`config.mk`:
```
export PLATFORM = sky130hd
export DESIGN_NAME = ht_sort_stream_flat
export DESIGN_NICKNAME = d
export VERILOG_FILES = /design/src/rtl/ht_pkg.sv /design/src/rtl/ht_sort_stream_if.sv /design/src/rtl/ht_cmp_swap.sv /design/src/rtl/ht_sort_stream.sv /design/src/flat_wrapper.sv
export SDC_FILE = /design/constraint.sdc
export NUM_CORES = 1
export LEC_CHECK = 0
export BUFFER_PORTS_ARGS = -buffer_cell sky130_fd_sc_hd__buf_2
export CAP_MARGIN = 25
export CORE_MARGIN = 4
export CORE_UTILIZATION = 40
export DETAILED_ROUTE_END_ITERATION = 10
export PLACE_DENSITY = 0.58
export RECOVER_POWER = 25
export SLEW_MARGIN = 10
export SYNTH_ARGS = -nofsm -noshare
export SYNTH_HDL_FRONTEND = slang
export SYNTH_HIERARCHICAL = 1
export SYNTH_SLANG_ARGS = --single-unit
```
`constraint.sdc`:
```
create_clock -name clk -period 4.3 [get_ports clk]
set_input_delay 0.645 -clock clk [delete_from_list [all_inputs] [get_ports clk]]
set_output_delay 0.645 -clock clk [all_outputs]
set_load 0.03 [all_outputs]
```
`src/rtl/ht_pkg.sv`:
```
// ht_pkg - types, constants and helpers shared by the ht_sort_stream slice.
//   state_t : top-level frame sequencer states
//   ASC/DESC: sort direction encodings for the mode bit
//   pad()   : filler key that always sorts behind real keys for a direction
package ht_pkg;

  typedef enum logic [1:0] {
    IDLE,
    LOAD,
    SORT,
    DRAIN
  } state_t;

  localparam logic ASC  = 1'b0;
  localparam logic DESC = 1'b1;

  // Filler for unused slots: all-ones when ascending, all-zeros when
  // descending, so padding collects at the tail of the sorted array.
  // Returned 64 bits wide; callers cast it down to their key width.
  function automatic logic [63:0] pad(input logic m, input int w);
    logic [63:0] v;
    v = '0;
    if (m == ASC) begin
      for (int i = 0; i < 64; i++) begin
        if (i < w) v[i] = 1'b1;
      end
    end
    return v;
  endfunction

endpackage

```
`src/rtl/ht_sort_stream_if.sv`:
```
// ht_sort_stream_if - bundles the key input stream, the sorted output stream
// and the frame status of ht_sort_stream.
//   master: the side feeding keys and consuming results (bench / system)
//   slave : the sorter itself
//   mode, in_valid/in_ready/in_data/in_last : input stream
//   out_valid/out_ready/out_data/out_last   : output stream
//   count, busy, done                       : frame status
interface ht_sort_stream_if #(
  parameter int WIDTH = 5,
  parameter int DEPTH = 8,
  parameter int CNTW  = $clog2(DEPTH + 1)
);
  logic             mode;
  logic             in_valid;
  logic             in_ready;
  logic [WIDTH-1:0] in_data;
  logic             in_last;
  logic             out_valid;
  logic             out_ready;
  logic [WIDTH-1:0] out_data;
  logic             out_last;
  logic [CNTW-1:0]  count;
  logic             busy;
  logic             done;

  modport master (
    output mode, in_valid, in_data, in_last, out_ready,
    input  in_ready, out_valid, out_data, out_last, count, busy, done
  );

  modport slave (
    input  mode, in_valid, in_data, in_last, out_ready,
    output in_ready, out_valid, out_data, out_last, count, busy, done
  );
endinterface

```
`src/rtl/ht_cmp_swap.sv`:
```
// ht_cmp_swap - combinational compare-exchange of two keys.
//   i_a, i_b : keys at the lower / upper position of the pair
//   i_mode   : ASC or DESC
//   o_lo     : key for the lower position, o_hi : key for the upper position
// Keys are exchanged only when strictly out of order, which keeps equal keys
// in their arrival order.
module ht_cmp_swap
  import ht_pkg::*;
#(
  parameter int WIDTH = 5
) (
  input  logic [WIDTH-1:0] i_a,
  input  logic [WIDTH-1:0] i_b,
  input  logic             i_mode,
  output logic [WIDTH-1:0] o_lo,
  output logic [WIDTH-1:0] o_hi
);

  logic w_swap;

  assign w_swap = (i_mode == DESC) ? (i_a < i_b) : (i_a > i_b);
  assign o_lo   = w_swap ? i_b : i_a;
  assign o_hi   = w_swap ? i_a : i_b;

endmodule

```
`src/rtl/ht_sort_stream.sv`:
```
// ht_sort_stream - collects up to DEPTH keys from a valid/ready stream, sorts
// them with an odd-even transposition network and streams them back out.
//   clk, rst_n : clock and asynchronous active-low reset
//   bus        : ht_sort_stream_if slave modport (streams plus count/busy/done)
module ht_sort_stream
  import ht_pkg::*;
#(
  parameter int WIDTH = 5,
  parameter int DEPTH = 8,
  parameter int CNTW  = $clog2(DEPTH + 1)
) (
  input logic              clk,
  input logic              rst_n,
  ht_sort_stream_if.slave  bus
);

  localparam int              IDXW    = $clog2(DEPTH);
  localparam int              NPAIR   = DEPTH / 2;
  localparam logic [CNTW-1:0] LASTCNT = CNTW'(DEPTH - 1);

  state_t           r_state;
  logic [WIDTH-1:0] r_slot [DEPTH];
  logic [WIDTH-1:0] w_next [DEPTH];
  logic             r_mode;
  logic [CNTW-1:0]  r_count;
  logic [CNTW-1:0]  r_rdIdx;
  logic [CNTW-1:0]  r_sortCnt;
  logic             r_phase;
  logic             r_inReady;
  logic             r_outValid;
  logic             r_outLast;
  logic [WIDTH-1:0] r_outData;
  logic             r_done;

  logic [WIDTH-1:0] w_pad;
  logic             w_inFire;
  logic [CNTW-1:0]  w_nextRd;
  logic [CNTW-1:0]  w_lastIdx;
  logic [WIDTH-1:0] w_a  [NPAIR];
  logic [WIDTH-1:0] w_b  [NPAIR];
  logic [WIDTH-1:0] w_lo [NPAIR];
  logic [WIDTH-1:0] w_hi [NPAIR];

  assign w_pad     = WIDTH'(pad(bus.mode, WIDTH));
  assign w_inFire  = bus.in_valid & r_inReady;
  assign w_nextRd  = r_rdIdx + CNTW'(1);
  assign w_lastIdx = r_count - CNTW'(1);

  // One comparator per pair; r_phase=0 pairs (2k,2k+1), r_phase=1 pairs
  // (2k+1,2k+2). With even DEPTH the last odd-phase pair has no partner, so
  // it compares a slot with itself and never swaps.
  for (genvar k = 0; k < NPAIR; k++) begin : gPair
    localparam int OB = (2 * k + 2 < DEPTH) ? 2 * k + 2 : 2 * k + 1;
    assign w_a[k] = r_phase ? r_slot[2*k+1] : r_slot[2*k];
    assign w_b[k] = r_phase ? r_slot[OB]    : r_slot[2*k+1];
    ht_cmp_swap #(.WIDTH(WIDTH)) uCmp (
      .i_a    (w_a[k]),
      .i_b    (w_b[k]),
      .i_mode (r_mode),
      .o_lo   (w_lo[k]),
      .o_hi   (w_hi[k])
    );
  end

  // Route comparator results back to slots; slots outside any pair in the
  // current layer keep their value.
  for (genvar j = 0; j < DEPTH; j++) begin : gSlot
    logic [WIDTH-1:0] w_ev;
    logic [WIDTH-1:0] w_od;
    if (j % 2 == 0) begin : gEvenSlot
      if (j + 1 < DEPTH) begin : gEvLo
        assign w_ev = w_lo[j/2];
      end else begin : gEvKeep
        assign w_ev = r_slot[j];
      end
      if (j == 0) begin : gOdKeep
        assign w_od = r_slot[0];
      end else begin : gOdHi
        assign w_od = w_hi[(j-2)/2];
      end
    end else begin : gOddSlot
      assign w_ev = w_hi[(j-1)/2];
      if (j + 1 < DEPTH) begin : gOdLo
        assign w_od = w_lo[(j-1)/2];
      end else begin : gOdKeep
        assign w_od = r_slot[j];
      end
    end
    assign w_next[j] = r_phase ? w_od : w_ev;
  end

  // Frame sequencer: load keys (padding the rest on the first beat), run
  // DEPTH network layers, then drain with registered output beats. The first
  // DRAIN cycle only loads the output register, which gives the DEPTH+1
  // latency from the last input beat to the first out_valid.
  always_ff @(posedge clk or negedge rst_n) begin
    if (!rst_n) begin
      r_state    <= IDLE;
      for (int j = 0; j < DEPTH; j++) r_slot[j] <= '0;
      r_mode     <= ASC;
      r_count    <= '0;
      r_rdIdx    <= '0;
      r_sortCnt  <= '0;
      r_phase    <= 1'b0;
      r_inReady  <= 1'b0;
      r_outValid <= 1'b0;
      r_outLast  <= 1'b0;
      r_outData  <= '0;
      r_done     <= 1'b0;
    end else begin
      r_done <= 1'b0;
      unique case (r_state)
        IDLE: begin
          r_inReady <= 1'b1;
          if (w_inFire) begin
            r_mode <= bus.mode;
            for (int j = 0; j < DEPTH; j++) r_slot[j] <= w_pad;
            r_slot[0] <= bus.in_data;
            r_count   <= CNTW'(1);
            if (bus.in_last) begin
              r_state   <= SORT;
              r_inReady <= 1'b0;
              r_sortCnt <= '0;
              r_phase   <= 1'b0;
            end else begin
              r_state <= LOAD;
            end
          end
        end
        LOAD: begin
          if (w_inFire) begin
            r_slot[r_count[IDXW-1:0]] <= bus.in_data;
            r_count <= r_count + CNTW'(1);
            if (bus.in_last || (r_count == LASTCNT)) begin
              r_state   <= SORT;
              r_inReady <= 1'b0;
              r_sortCnt <= '0;
              r_phase   <= 1'b0;
            end
          end
        end
        SORT: begin
          for (int j = 0; j < DEPTH; j++) r_slot[j] <= w_next[j];
          r_phase   <= ~r_phase;
          r_sortCnt <= r_sortCnt + CNTW'(1);
          if (r_sortCnt == LASTCNT) begin
            r_state <= DRAIN;
            r_rdIdx <= '0;
          end
        end
        DRAIN: begin
          if (!r_outValid) begin
            r_outValid <= 1'b1;
            r_outData  <= r_slot[r_rdIdx[IDXW-1:0]];
            r_outLast  <= (r_rdIdx == w_lastIdx);
          end else if (bus.out_ready) begin
            if (r_outLast) begin
              r_outValid <= 1'b0;
              r_outLast  <= 1'b0;
              r_done     <= 1'b1;
              r_count    <= '0;
              r_state    <= IDLE;
            end else begin
              r_rdIdx   <= w_nextRd;
              r_outData <= r_slot[w_nextRd[IDXW-1:0]];
              r_outLast <= (w_nextRd == w_lastIdx);
            end
          end
        end
        default: r_state <= IDLE;
      endcase
    end
  end

  assign bus.in_ready  = r_inReady;
  assign bus.out_valid = r_outValid;
  assign bus.out_data  = r_outData;
  assign bus.out_last  = r_outLast;
  assign bus.count     = r_count;
  assign bus.busy      = (r_state != IDLE);
  assign bus.done      = r_done;

endmodule
```
`src/flat_wrapper.sv`:
```
// flat-port wrapper written by rule: the top's interface ports become plain ports
module ht_sort_stream_flat import ht_pkg::*;
#(
  parameter int WIDTH = 5,
  parameter int DEPTH = 8,
  parameter int CNTW  = $clog2(DEPTH + 1)
)
  (clk, rst_n, bus_mode, bus_in_valid, bus_in_data, bus_in_last, bus_out_ready, bus_in_ready, bus_out_valid, bus_out_data, bus_out_last, bus_count, bus_busy, bus_done);
  ht_sort_stream_if #(.WIDTH(WIDTH), .DEPTH(DEPTH), .CNTW(CNTW)) bus_i ();
  input logic clk;
  input logic rst_n;
  input wire logic [$bits(bus_i.mode)-1:0] bus_mode;
  input wire logic [$bits(bus_i.in_valid)-1:0] bus_in_valid;
  input wire logic [$bits(bus_i.in_data)-1:0] bus_in_data;
  input wire logic [$bits(bus_i.in_last)-1:0] bus_in_last;
  input wire logic [$bits(bus_i.out_ready)-1:0] bus_out_ready;
  output wire logic [$bits(bus_i.in_ready)-1:0] bus_in_ready;
  output wire logic [$bits(bus_i.out_valid)-1:0] bus_out_valid;
  output wire logic [$bits(bus_i.out_data)-1:0] bus_out_data;
  output wire logic [$bits(bus_i.out_last)-1:0] bus_out_last;
  output wire logic [$bits(bus_i.count)-1:0] bus_count;
  output wire logic [$bits(bus_i.busy)-1:0] bus_busy;
  output wire logic [$bits(bus_i.done)-1:0] bus_done;
  assign bus_i.mode = bus_mode;
  assign bus_i.in_valid = bus_in_valid;
  assign bus_i.in_data = bus_in_data;
  assign bus_i.in_last = bus_in_last;
  assign bus_i.out_ready = bus_out_ready;
  assign bus_in_ready = bus_i.in_ready;
  assign bus_out_valid = bus_i.out_valid;
  assign bus_out_data = bus_i.out_data;
  assign bus_out_last = bus_i.out_last;
  assign bus_count = bus_i.count;
  assign bus_busy = bus_i.busy;
  assign bus_done = bus_i.done;
  ht_sort_stream #(.WIDTH(WIDTH), .DEPTH(DEPTH), .CNTW(CNTW)) u_core (.clk(clk), .rst_n(rst_n), .bus(bus_i));
endmodule
```
---- After elaboration in Yosys (flattened, before gate mapping) ----
Cells that the tools add are included.
word-level totals
  input bits .............................. 11
  bits in registers ....................... 65
  logic and storage cells ................. 165
  output and inout port bits .............. 14
cells by class
  bitwise operators ....................... 5
  equal/unequal tests ..................... 20
  reduce and logical (&&, ||, !) cells .... 19
  $lt $le $gt $ge ......................... 12
  $add $sub $neg .......................... 4
  muxes and demuxes ....................... 86
operators with widths
  operator               count
  $mux W5                32
  $pmux W40 S3           1
  $mux W40               2
  $mux W4                13
  $bwmux W40             1
  $bmux W5 S3            2
  $pmux W4 S3            2
  $gt A5 B5 Y1           4
  $lt A5 B5 Y1           4
  $mux W1                20
  $mux W2                8
  $demux W5 S3           1
  $reduce_and A5 Y1      3
  $ne A2 B2 Y1 const B   7
  $add A4 B1 Y4 const B  3
  $ge A4 B4 Y1 const B   3
  $ne A2 B1 Y1 const B   6
  $not A3 Y4             3
  $reduce_and A3 Y1      3
  $eq A4 B3 Y1 const B   2
  $eq A4 B4 Y1           2
  $pmux W2 S4            1
  $pmux W4 S2            1
  $reduce_and A7 Y1      1
  other kinds (16)       21

---- Depth between registers and ports, before layout ----
  word-level depth ........................ 8
  depth in mapped cells ................... 15

---- Modules after synthesis ----
Netlist, hierarchy kept.
modules (own cells, without submodules)
  module          area each (µm²)  cells each  instances
  ht_sort_stream  5,123.7          530         1
  ht_cmp_swap     411.6            51          4

---- Worst setup path before layout ----
OpenSTA, ideal clock, no wires.
  path type ............................... flip-flop to flip-flop
  start point ............................. reg u_core.r_phase
  end point ............................... reg u_core/r_slot[33] (netlist name)
  data required time ...................... 4.179 ns
  setup time .............................. 0.121 ns
  data arrival time ....................... 3.554 ns
  setup slack ............................. 0.625 ns
  cell stages (with the launch flop) ...... 13
  buffers on the path ..................... 3
  period minus slack after synthesis ...... 3.675 ns
  cell sequence ........................... dfrtp_1 -> clkbuf_1 -> clkbuf_1 -> clkbuf_1 -> mux2_2 -> ha_1 -> nand4_1 -> o221ai_4 -> mux2i_2 -> mux2_1 -> mux2i_1 -> o221ai_1 -> a22o_1
RTL lines
  item                            RTL line               text
  start: declaration              ht_sort_stream.sv:28   logic r_phase;
  start signal: assignment        ht_sort_stream.sv:144  r_phase <= ~r_phase;
  end signal: indexed assignment  ht_sort_stream.sv:132  r_slot[r_count[IDXW-1:0]] <= bus.in_data;
  end: declaration                ht_sort_stream.sv:22   logic [WIDTH-1:0] r_slot [DEPTH];

==> results.cfg <==
[clock_network]
postCtsSetupBuffers = 0
cts-resized-gates = 0
cts_tree = built
clk_path_buf_depth = 2
clock-sinks = 65
cts-root-buf = clkbuf_16
cts_hold_buf = 0
cts_buffers = 9
clkTransAtPathRegs_ps = 60
cts_max_level = 3
clkLatencyLatePin_ps = 350

[setup_path]
path_delay_family = multiplexers
cp-end-kind = register
crit_path_top_delay_cell = mux2_2
startpoint_type = register
worst-path-stages = 10
worstSetupPathType = register to register
crit_end = u_core/r_slot[17]$_DFFE_PN0P_
arrival_ps = 3720
max_stage_delay_ps = 430
r2r_slack_ps = 810
path_max_fanout = 46
critical_path.cell_chain = buf_12 > mux2_2 > ha_1 > nand4_1 > o221ai_4 > mux2i_2 > mux2_1 > mux2i_1 > o221ai_1 > a22o_1
crit_required_ps = 4530
r2r-start = u_core/r_phase$_DFFE_PN0P_
reg2regPathDepth = 10
crit_path_start = u_core/r_phase$_DFFE_PN0P_
cp.buffers_inverters = 1
timing.rr.end = u_core/r_slot[17]$_DFFE_PN0P_

[placed_design]
place.gp.congestion = 0.845
dp_cells = 936
place_ws_ps = 863
port-buffer-count = 24
hpwlAfterDp_um = 14500
placed_cell_area_um2 = 7050

[timing]
slew_headroom = -0.149
worst_pin_slew_ps = 1720
rsz0062_at_grt = false
timing.fmax_ghz = 0.286
hold_viol = 0
fin_crit_sh = 0.812
finalClockSkew_ps = 10.5
finalMaxSlewViolations = 32
tns_ps = 0
setup_viol_count_final = 0
period_minus_slack_ps = 3490
fin_ws_ps = 809

[layout]
diodes = 0
fin_area_um2 = 7390
drive_gt1_frac = 0.183
n_fill_cell = 1604
fin_cells = 952
num-nets-final = 767
syn2layout_area_growth_pct = 9.19

[logic_synthesis]
synth-edff-count = 0
syn_avg_cell_area_um2 = 9.22
synth_nets = 774
synth.area.top_cells = dfrtp_1 24%, mux2i_1 14%, mux2_2 7.2%
postSynthCellCount = 734
syn-cell-area_um2 = 6770
synth_ff_type = dfrtp_1
yosysTopAreaCell = dfrtp_1
synth_cell_type_count = 57
yosysSeqAreaShare = 0.240
ys_ff_latch = 65
synth_top_area_frac = 0.240
synth_async_sr_flop_share = 1.00
yosysWarnings = 6

[global_routing]
grt.busiest_layer = met2
met3_usage = 0.0235
use_met1 = 0.293
use_met2 = 0.342
antenna_found_initial = 0
grt_max_degree = 47
grt_pass1_vias = 5815
overflow = 0
gr-usage-all-layers = 0.209
grt_pass1_wl_um = 32700

[floorplan]
initial_core_util = 0.408
rows = 47
ios = 25
core_um2 = 16600
fp.dieH_um = 138
die_w_um = 138
die-area_um2 = 19100

[outcome]
status = complete, but fails checks
violations = max-capacitance violations, max-slew violations

[detailed_routing]
wl_per_cell_um = 21.4
drtIter0Drc = 716
dr_total_vias = 6065
drc_errors = 0
ant_nets = 0
dr.pass1.iters = 5
routed_via_density = 6.37
totalWireLength_um = 20400

[hold_path]
hold_start = u_core/bus.out_data[3]$_DFFE_PN0P_
worstHoldPathType = register to register

[run]
cap_violations = 1
[Yosys cell counts (2+ instances only)]
| cell type | n |
|---|---|
| mux2i_1 | 95 |
| o21ai_0 | 75 |
| nand2_1 | 71 |
| dfrtp_1 | 65 |
| mux2_2 | 43 |
| clkbuf_1 | 42 |
| inv_1 | 35 |
| ha_1 | 29 |
| a31oi_1 | 25 |
| a22oi_1 | 24 |
| nor2_1 | 23 |
| a22o_1 | 21 |
| mux2_1 | 16 |
| o221ai_1 | 16 |
| mux4_2 | 12 |
| nand3_1 | 12 |
| nor2b_1 | 10 |
| a2111oi_0 | 8 |
| a21oi_1 | 8 |
| buf_2 | 8 |
| o211ai_1 | 8 |
| xnor2_1 | 7 |
| a32oi_1 | 5 |
| nand4_1 | 5 |
| a211oi_2 | 4 |
| a221o_1 | 4 |
| and2_1 | 4 |
| and4_2 | 4 |
| mux2i_2 | 4 |
| nand3b_1 | 4 |
| o21ai_1 | 4 |
| o221a_2 | 4 |
| o221ai_4 | 4 |
| buf_1 | 3 |
| mux4_1 | 3 |
| xor2_1 | 3 |
| buf_4 | 2 |
| nand2b_1 | 2 |
| nor3b_2 | 2 |
| o31ai_1 | 2 |
| or4_1 | 2 |
[metal layers]
metal  up-vias  wire length [um]
li1       2807                 -
met1      3028              9340
met2       199              9640
met3        31              1030
met4         0               404
met5         -                 0
[worst register-to-register path: cells and delay by family (launching register included)]
family,cells,cell delay [ps]
muxes,4,1510
DFF,1,410
AOI/OAI and AO/OA,3,700
buffers and inverters,1,260
and+or+nand+nor,1,170
adders and majority gates,1,350
[layout make-up]
| class | instances | area [um^2] | share of cell area |
|---|---|---|---|
| Clock buffer | 9 | 225 | 0.0305 |
| Clock inverter | 7 | 118 | 0.0159 |
| Inverter | 35 | 131 | 0.0178 |
| Multi-Input combinational cell | 579 | 4790 | 0.648 |
| Sequential cell | 65 | 1630 | 0.220 |
| Tap cell | 220 | 275 | 0.0372 |
| Timing Repair Buffer | 37 | 226 | 0.0306 |
[cells in the final DEF (no fill, tap or decap), types with 7 or more instances in the layout]
| cell type | synthesis | routed |
|---|---|---|
| clkbuf_16 | 0 | 9 |
| nand2_1 | 71 | 71 |
| nor2b_1 | 10 | 10 |
| o221ai_1 | 16 | 16 |
| ha_1 | 29 | 29 |
| dfrtp_1 | 65 | 64 |
| o211ai_1 | 8 | 8 |
| inv_1 | 35 | 35 |
| mux2i_1 | 95 | 95 |
| mux2_1 | 16 | 16 |
| a22o_1 | 21 | 21 |
| o21ai_0 | 75 | 75 |
| a2111oi_0 | 8 | 8 |
| buf_4 | 2 | 11 |
| nor2_1 | 23 | 23 |
| xnor2_1 | 7 | 7 |
| a21oi_1 | 8 | 8 |
| a31oi_1 | 25 | 25 |
| mux4_2 | 12 | 12 |
| mux2_2 | 43 | 43 |
| a22oi_1 | 24 | 24 |
| nand3_1 | 12 | 12 |
| buf_2 | 8 | 23 |
[registers in the layout, summed over array words and instances (netlist names), 2 cells and up]
name / flops
u_core/bus.count: 4
u_core/r_state: 2
u_core/gSlot.w_od: 10
u_core/r_sortCnt: 4
u_core/r_rdIdx: 4
u_core/r_slot: 30
u_core/bus.out_data: 5
[worst min path at each step]
stage	end	slack [ps]	cells after the start
after floorplan	u_core/bus.count[0]$_DFFE_PN0P_	350	0
after global placement	u_core/r_sortCnt[1]$_DFFE_PN0P_	500	2
after detailed placement	u_core/bus.out_data[3]$_DFFE_PN0P_	500	1
after CTS	u_core/r_sortCnt[2]$_DFFE_PN0P_	370	1
after global routing	u_core/bus.out_data[2]$_DFFE_PN0P_	540	1
final	u_core/bus.out_data[3]$_DFFE_PN0P_	510	1
[logic make-up (layout without fill, tap and decap cells)]
group | after synthesis | after routing | share of synthesized area
buffers and inverters | 90 | 88 | 0.0525
adders and majority gates | 29 | 29 | 0.0536
xor gates and xnor gates | 11 | 11 | 0.0153
DFF | 65 | 65 | 0.240
AOI/OAI and AO/OA | 218 | 218 | 0.233
and+or+nand+nor | 148 | 148 | 0.107
muxes | 173 | 173 | 0.298
[metrics by stage]
| step | hold slack [ps] | util |
|---|---|---|
| after global routing | 536 | 0.446 |
| after floorplan | 349 | - |
| final | 508 | 0.446 |
| after CTS | 371 | 0.446 |
| after global placement | 500 | 0.425 |
| after detailed placement | 501 | 0.425 |
Power is left out: the tool's default activity adds up to more than one toggle a clock period on the data nets, which glitch-free logic cannot reach.
